[src/rtl/regfile_wb_sched.sv]
// regfile_wb_sched
// Writeback scheduler for the 32x32 integer register file. The file has one
// write port. This block shares it between the ALU result path and the
// multi-cycle load-return path.
//
// It keeps a per-register pending-load scoreboard for RAW/WAW hazards. It also
// forwards funct3 with each write, so that LBU/LHU zero-extension is applied
// at the register file.
//
// Optional feature macro: WB_SKID_EN
//   Adds a one-entry skid buffer that catches an ALU result losing the write
//   port to a load return. Without it, the ALU is stalled whenever ld_valid
//   is high.
//
// Ports
//   clk, reset                       clock, synchronous active-high reset
//   alu_valid/alu_ready/alu_addr/alu_data      ALU result handshake
//   ld_issue/ld_issue_ready/ld_issue_addr      load issue (reserves dest)
//   ld_valid/ld_addr/ld_data/ld_funct3         load return (never stalled)
//   rs1_addr, rs2_addr, hazard                 decode stall query
//   rf_we/rf_wr_addr/rf_wr_din/rf_funct3       registered write port
//   pend_cnt                                   outstanding load count
//   err                                        sticky bad-return flag
module regfile_wb_sched #(
    parameter int DEPTH   = 32,
    parameter int WIDTH   = 32,
    parameter int MAX_OUT = 4
) (
    input  logic                         clk,
    input  logic                         reset,
    input  logic                         alu_valid,
    output logic                         alu_ready,
    input  logic [$clog2(DEPTH)-1:0]     alu_addr,
    input  logic [WIDTH-1:0]             alu_data,
    input  logic                         ld_issue,
    output logic                         ld_issue_ready,
    input  logic [$clog2(DEPTH)-1:0]     ld_issue_addr,
    input  logic                         ld_valid,
    input  logic [$clog2(DEPTH)-1:0]     ld_addr,
    input  logic [WIDTH-1:0]             ld_data,
    input  logic [2:0]                   ld_funct3,
    input  logic [$clog2(DEPTH)-1:0]     rs1_addr,
    input  logic [$clog2(DEPTH)-1:0]     rs2_addr,
    output logic                         hazard,
    output logic                         rf_we,
    output logic [$clog2(DEPTH)-1:0]     rf_wr_addr,
    output logic [WIDTH-1:0]             rf_wr_din,
    output logic [2:0]                   rf_funct3,
    output logic [$clog2(MAX_OUT+1)-1:0] pend_cnt,
    output logic                         err
);

    localparam int AW = $clog2(DEPTH);
    localparam int CW = $clog2(MAX_OUT + 1);
    localparam logic [2:0] F3_WORD = 3'b010;

    logic [DEPTH-1:0] pending_q, pending_d;
    logic [CW-1:0]    pend_cnt_q, pend_cnt_d;
    logic             err_q, err_d;
    logic             rf_we_q, rf_we_d;
    logic [AW-1:0]    rf_wr_addr_q, rf_wr_addr_d;
    logic [WIDTH-1:0] rf_wr_din_q, rf_wr_din_d;
    logic [2:0]       rf_funct3_q, rf_funct3_d;
`ifdef WB_SKID_EN
    logic             skid_full_q, skid_full_d;
    logic [AW-1:0]    skid_addr_q, skid_addr_d;
    logic [WIDTH-1:0] skid_data_q, skid_data_d;
`endif

    logic ld_ret_ok;
    logic ld_ret_bad;
    logic alu_wr;
    logic iss_set;
    logic haz_rs1;
    logic haz_rs2;

    always_comb begin
        // A return only owns the write port if its register is actually pending.
        ld_ret_ok  = ld_valid && pending_q[ld_addr];
        ld_ret_bad = ld_valid && !pending_q[ld_addr];
`ifdef WB_SKID_EN
        alu_ready      = !reset && !skid_full_q && !pending_q[alu_addr];
        // A parked ALU write to the same register must land before a new load
        // can reserve it.
        ld_issue_ready = !reset && !pending_q[ld_issue_addr]
                         && (pend_cnt_q < CW'(MAX_OUT))
                         && !(skid_full_q && skid_addr_q == ld_issue_addr);
`else
        alu_ready      = !reset && !ld_valid && !pending_q[alu_addr];
        ld_issue_ready = !reset && !pending_q[ld_issue_addr]
                         && (pend_cnt_q < CW'(MAX_OUT));
`endif
        alu_wr  = alu_valid && alu_ready && (alu_addr != '0);
        iss_set = ld_issue && ld_issue_ready && (ld_issue_addr != '0);

        pending_d = pending_q;
        if (ld_ret_ok) pending_d[ld_addr] = 1'b0;
        if (iss_set)   pending_d[ld_issue_addr] = 1'b1;
        pend_cnt_d = pend_cnt_q + CW'(iss_set) - CW'(ld_ret_ok);
        err_d      = err_q | ld_ret_bad;

        rf_we_d      = 1'b0;
        rf_wr_addr_d = rf_wr_addr_q;
        rf_wr_din_d  = rf_wr_din_q;
        rf_funct3_d  = rf_funct3_q;
`ifdef WB_SKID_EN
        skid_full_d = skid_full_q;
        skid_addr_d = skid_addr_q;
        skid_data_d = skid_data_q;
`endif
        if (ld_ret_ok) begin
            rf_we_d      = 1'b1;
            rf_wr_addr_d = ld_addr;
            rf_wr_din_d  = ld_data;
            rf_funct3_d  = ld_funct3;
`ifdef WB_SKID_EN
            // alu_wr implies the skid is empty, so capture never overwrites.
            if (alu_wr) begin
                skid_full_d = 1'b1;
                skid_addr_d = alu_addr;
                skid_data_d = alu_data;
            end
        end else if (skid_full_q) begin
            rf_we_d      = 1'b1;
            rf_wr_addr_d = skid_addr_q;
            rf_wr_din_d  = skid_data_q;
            rf_funct3_d  = F3_WORD;
            skid_full_d  = 1'b0;
`endif
        end else if (alu_wr) begin
            rf_we_d      = 1'b1;
            rf_wr_addr_d = alu_addr;
            rf_wr_din_d  = alu_data;
            rf_funct3_d  = F3_WORD;
        end
    end

    // A source is unsafe if its load is outstanding or its value is still on
    // its way to the register file.
    always_comb begin
        haz_rs1 = pending_q[rs1_addr] || (rf_we_q && rf_wr_addr_q == rs1_addr);
        haz_rs2 = pending_q[rs2_addr] || (rf_we_q && rf_wr_addr_q == rs2_addr);
`ifdef WB_SKID_EN
        if (skid_full_q && skid_addr_q == rs1_addr) haz_rs1 = 1'b1;
        if (skid_full_q && skid_addr_q == rs2_addr) haz_rs2 = 1'b1;
`endif
        hazard = ((rs1_addr != '0) && haz_rs1) || ((rs2_addr != '0) && haz_rs2);
    end

    always_ff @(posedge clk) begin
        if (reset) begin
            pending_q    <= '0;
            pend_cnt_q   <= '0;
            err_q        <= 1'b0;
            rf_we_q      <= 1'b0;
            rf_wr_addr_q <= '0;
            rf_wr_din_q  <= '0;
            rf_funct3_q  <= '0;
`ifdef WB_SKID_EN
            skid_full_q  <= 1'b0;
            skid_addr_q  <= '0;
            skid_data_q  <= '0;
`endif
        end else begin
            pending_q    <= pending_d;
            pend_cnt_q   <= pend_cnt_d;
            err_q        <= err_d;
            rf_we_q      <= rf_we_d;
            rf_wr_addr_q <= rf_wr_addr_d;
            rf_wr_din_q  <= rf_wr_din_d;
            rf_funct3_q  <= rf_funct3_d;
`ifdef WB_SKID_EN
            skid_full_q  <= skid_full_d;
            skid_addr_q  <= skid_addr_d;
            skid_data_q  <= skid_data_d;
`endif
        end
    end

    assign rf_we      = rf_we_q;
    assign rf_wr_addr = rf_wr_addr_q;
    assign rf_wr_din  = rf_wr_din_q;
    assign rf_funct3  = rf_funct3_q;
    assign pend_cnt   = pend_cnt_q;
    assign err        = err_q;

endmodule

[config.mk]
export PLATFORM = sky130hd
export DESIGN_NAME = regfile_wb_sched
export DESIGN_NICKNAME = d
export VERILOG_FILES = /design/src/rtl/regfile_wb_sched.sv
export SDC_FILE = /design/constraint.sdc
export NUM_CORES = 1
export LEC_CHECK = 0
export ABC_CLOCK_PERIOD_IN_PS = 3400
export BUFFER_PORTS_ARGS = -buffer_cell sky130_fd_sc_hd__buf_2
export CORE_MARGIN = 4
export CORE_UTILIZATION = 46
export CTS_CLUSTER_DIAMETER = 60
export DETAILED_ROUTE_END_ITERATION = 7
export GPL_ROUTABILITY_DRIVEN = 0
export PLACE_DENSITY = 0.73
export SETUP_SLACK_MARGIN = 0.2
export SLEW_MARGIN = 30
export SYNTH_ARGS = -nofsm -noshare
export SYNTH_HDL_FRONTEND = slang
export SYNTH_SLANG_ARGS = --single-unit
[constraint.sdc]
create_clock -name clk -period 3.4 [get_ports clk]
set_input_delay 0.17 -clock clk [delete_from_list [all_inputs] [get_ports clk]]
set_output_delay 0.17 -clock clk [all_outputs]
set_load 0.1 [all_outputs]
==> flow_metrics.tcl <==
set metrics [dict create \
    status "finished, final reports clean" \
    ys_types 57 \
    cts.sinks 77 \
    cts_hold_buf 0 \
    grt_pass1_vias 5489 \
    critPathBufInv 1 \
    setup.worst_path.start "pending_q[21]$_SDFF_PP0_" \
    dr_total_vias 5777 \
    drc 0 \
    final_util 0.568 \
    fmax_mhz 349 \
    ant_nets 0 \
    hold_ws_ns 0.0949 \
    grt_max_degree 73 \
    syn_area_per_cell_um2 8.76 \
    ff2ff_path_depth 7 \
    pre_cts_ws_ns 0.423 \
    fin_crit_sh 0.842 \
    final_cells 876 \
    cts_resized 0 \
    setup_slack_ns 0.538 \
    core.rowCount 39 \
    p_leak_nw 2.70 \
    worstSkewPairLatency_ns 0.34 \
    io_buffers 144 \
    slowest_stage "o311ai_1" \
    rsz0062_at_grt "false" \
    grt_pass1_wl_um 28600 \
    cp_data_required_time_ns 3.68 \
    placed_cells 861 \
    arrival_ns 3.14 \
    worst-path-max-fanout 18 \
    grt-ovfl-total 0 \
    antenna_found_initial 1 \
    netlist_instances 623 \
    core_um2 11500 \
    crit_chain "mux4_2 > o22ai_1 > o311ai_1 > or3_1 > buf_4 > a32oi_1 > a21oi_1" \
    r2r-start "pending_q[21]$_SDFF_PP0_" \
    synth_top_area_frac 0.283 \
    cp_top_family "compound AO/OA/AOI/OAI gates" \
    synthFlopType "dfxtp_1" \
    setup_violations 0 \
    slowest_delay_ns 0.70 \
    cts_tree "built" \
    drive_gt1_frac 0.306 \
    wirelength_um 18600 \
    regToRegEndpoint "rf_wr_din[11]$_SDFFE_PP0P_" \
    ys_seq_area_frac 0.283 \
    dpl.hpwl_um 13200 \
    routed_via_density 6.59 \
    io_pins 145 \
    insertedDiodeCount 0 \
    cts_buffer_depth 2 \
    synth.net_count 723 \
    final_net_count 829 \
    min_path_type "in2reg" \
    slew_headroom 0.458 \
    cts_buffers 9 \
    postCtsSetupBuffers 0 \
    crit_path_end_kind "register" \
    synth_area_leaders "dfxtp_1 28%, mux4_2 14%, a32oi_1 5.1%" \
    power_mw 2.80 \
    grtUsageTotal 0.267 \
    ys_ff_latch 77 \
    synth_area_um2 5460 \
    die_area_um2 13700 \
    drt_first_pass_iters 6 \
    finalCriticalPeriod_ns 2.86 \
    drv_cap 0 \
    area_growth_pct 19.9 \
    start_util 0.474 \
    power_density_nw_per_um2 428 \
    path_depth 7 \
    cts-root-buf "clkbuf_16" \
    r2r_slack_ns 0.54 \
    crit_path_start_kind "register" \
    drt-initial-drc-count 760 \
    critPathKind "reg2reg" \
    synth_edf_count 0 \
    place_area_um2 6240 \
    worst_pin_slew_ns 0.807 \
    slew_viol_final 0 \
    die_h_um 117 \
    synth_area_leader_cell "dfxtp_1" \
    synthArstFlopShare 0 \
    die-width_um 117 \
    cts_max_level 3 \
    post_drt_wl_per_cell_um 21.2 \
    finalInstanceArea_um2 6540 \
    hold_viol_final 0 \
    crit_path_end "rf_wr_din[11]$_SDFFE_PP0P_" \
    finalSetupTns_ns 0 \
    path_clk_slew_ns 0.07 \
    ir_drop_mv 0.364 \
    clock_skew_ns 0.0152 \
    yosysWarnings 0 \
]
==> placed cells by master (no fill, tap or decap), types with 14 or more instances in the layout <==
master	netlist	final
nor2b_1	14	14
nand2_1	23	23
nor2_1	48	48
o31ai_1	34	34
o21ai_0	22	21
dfxtp_1	77	77
nor3_1	19	18
a32oi_1	32	32
inv_1	53	53
a32o_1	15	15
buf_2	18	144
buf_4	1	14
mux4_2	34	34
a21oi_1	36	36
==> worst min-delay path by stage <==
| stage | startpoint | endpoint | slack (ns) | cells after the start |
|---|---|---|---|---|
| after global placement | ld_data[16] | rf_wr_din[16]$_SDFFE_PP0P_ | 0.44 | 3 |
| after floorplan | ld_valid | err$_SDFF_PP0_ | 0.31 | 2 |
| after global routing | ld_data[12] | rf_wr_din[12]$_SDFFE_PP0P_ | 0.11 | 3 |
| after CTS | ld_data[17] | rf_wr_din[17]$_SDFFE_PP0P_ | 0.09 | 3 |
| after detailed placement | ld_data[17] | rf_wr_din[17]$_SDFFE_PP0P_ | 0.45 | 3 |
| final | ld_data[14] | rf_wr_din[14]$_SDFFE_PP0P_ | 0.09 | 3 |
==> power by group <==
part           total [mW]  switching [mW]  internal (mW)
clock network       0.987           0.401          0.586
logic               0.815           0.608          0.207
registers           0.995          0.0441          0.951
==> synthesized netlist by cell type, types with 14 or more instances <==
cell      count
dfxtp_1      77
nor2b_1      14
clkbuf_1     36
nor3_1       19
a32o_1       15
a21oi_1      36
buf_2        18
nand2_1      23
inv_1        53
mux4_2       34
o21ai_0      22
nor2_1       48
a32oi_1      32
o31ai_1      34
==> sequential cells by signal, summed over array words and instances, names as in the netlist <==
name / flops
pending_q: 32
err: 1
rf_funct3: 3
rf_wr_din: 32
rf_we: 1
pend_cnt: 3
rf_wr_addr: 5
==> worst register-to-register path: cells and delay by family, from the launching register on <==
family | cells | cell delay [ns]
AO/OA/AOI/OAI | 4 | 1.07
buffers and inverters | 1 | 0.35
flip-flops | 1 | 0.50
multiplexers | 1 | 0.29
AND/OR/NAND/NOR | 1 | 0.59
==> layer usage <==
layer / global-route usage / part of all wire / up-vias
li1: - / - / 2600
met1: 0.356 / 0.39 / 2750
met2: 0.410 / 0.47 / 364
met3: 0.0658 / 0.11 / 61
met4: 0.124 / 0.037 / 2
met5: 0 / 0.00070 / -
==> layout make-up <==
class | count | area (um2)
Fill cell | 998 | 4970
Multi-Input combinational cell | 428 | 3480
Sequential cell | 77 | 1540
Timing Repair Buffer | 159 | 846
Clock buffer | 10 | 239
Inverter | 54 | 203
Tap cell | 143 | 179
Clock inverter | 5 | 58.8
==> cells by family after synthesis <==
logic type	after synthesis	share of synthesized area
compound gates	182	0.243
simple gates	179	0.178
xor+xnor	12	0.0193
flops	77	0.283
fa+ha+maj	3	0.00825
mux	52	0.180
buf+inv	118	0.0887
Note: power is estimated with default switching activity, not from simulation.
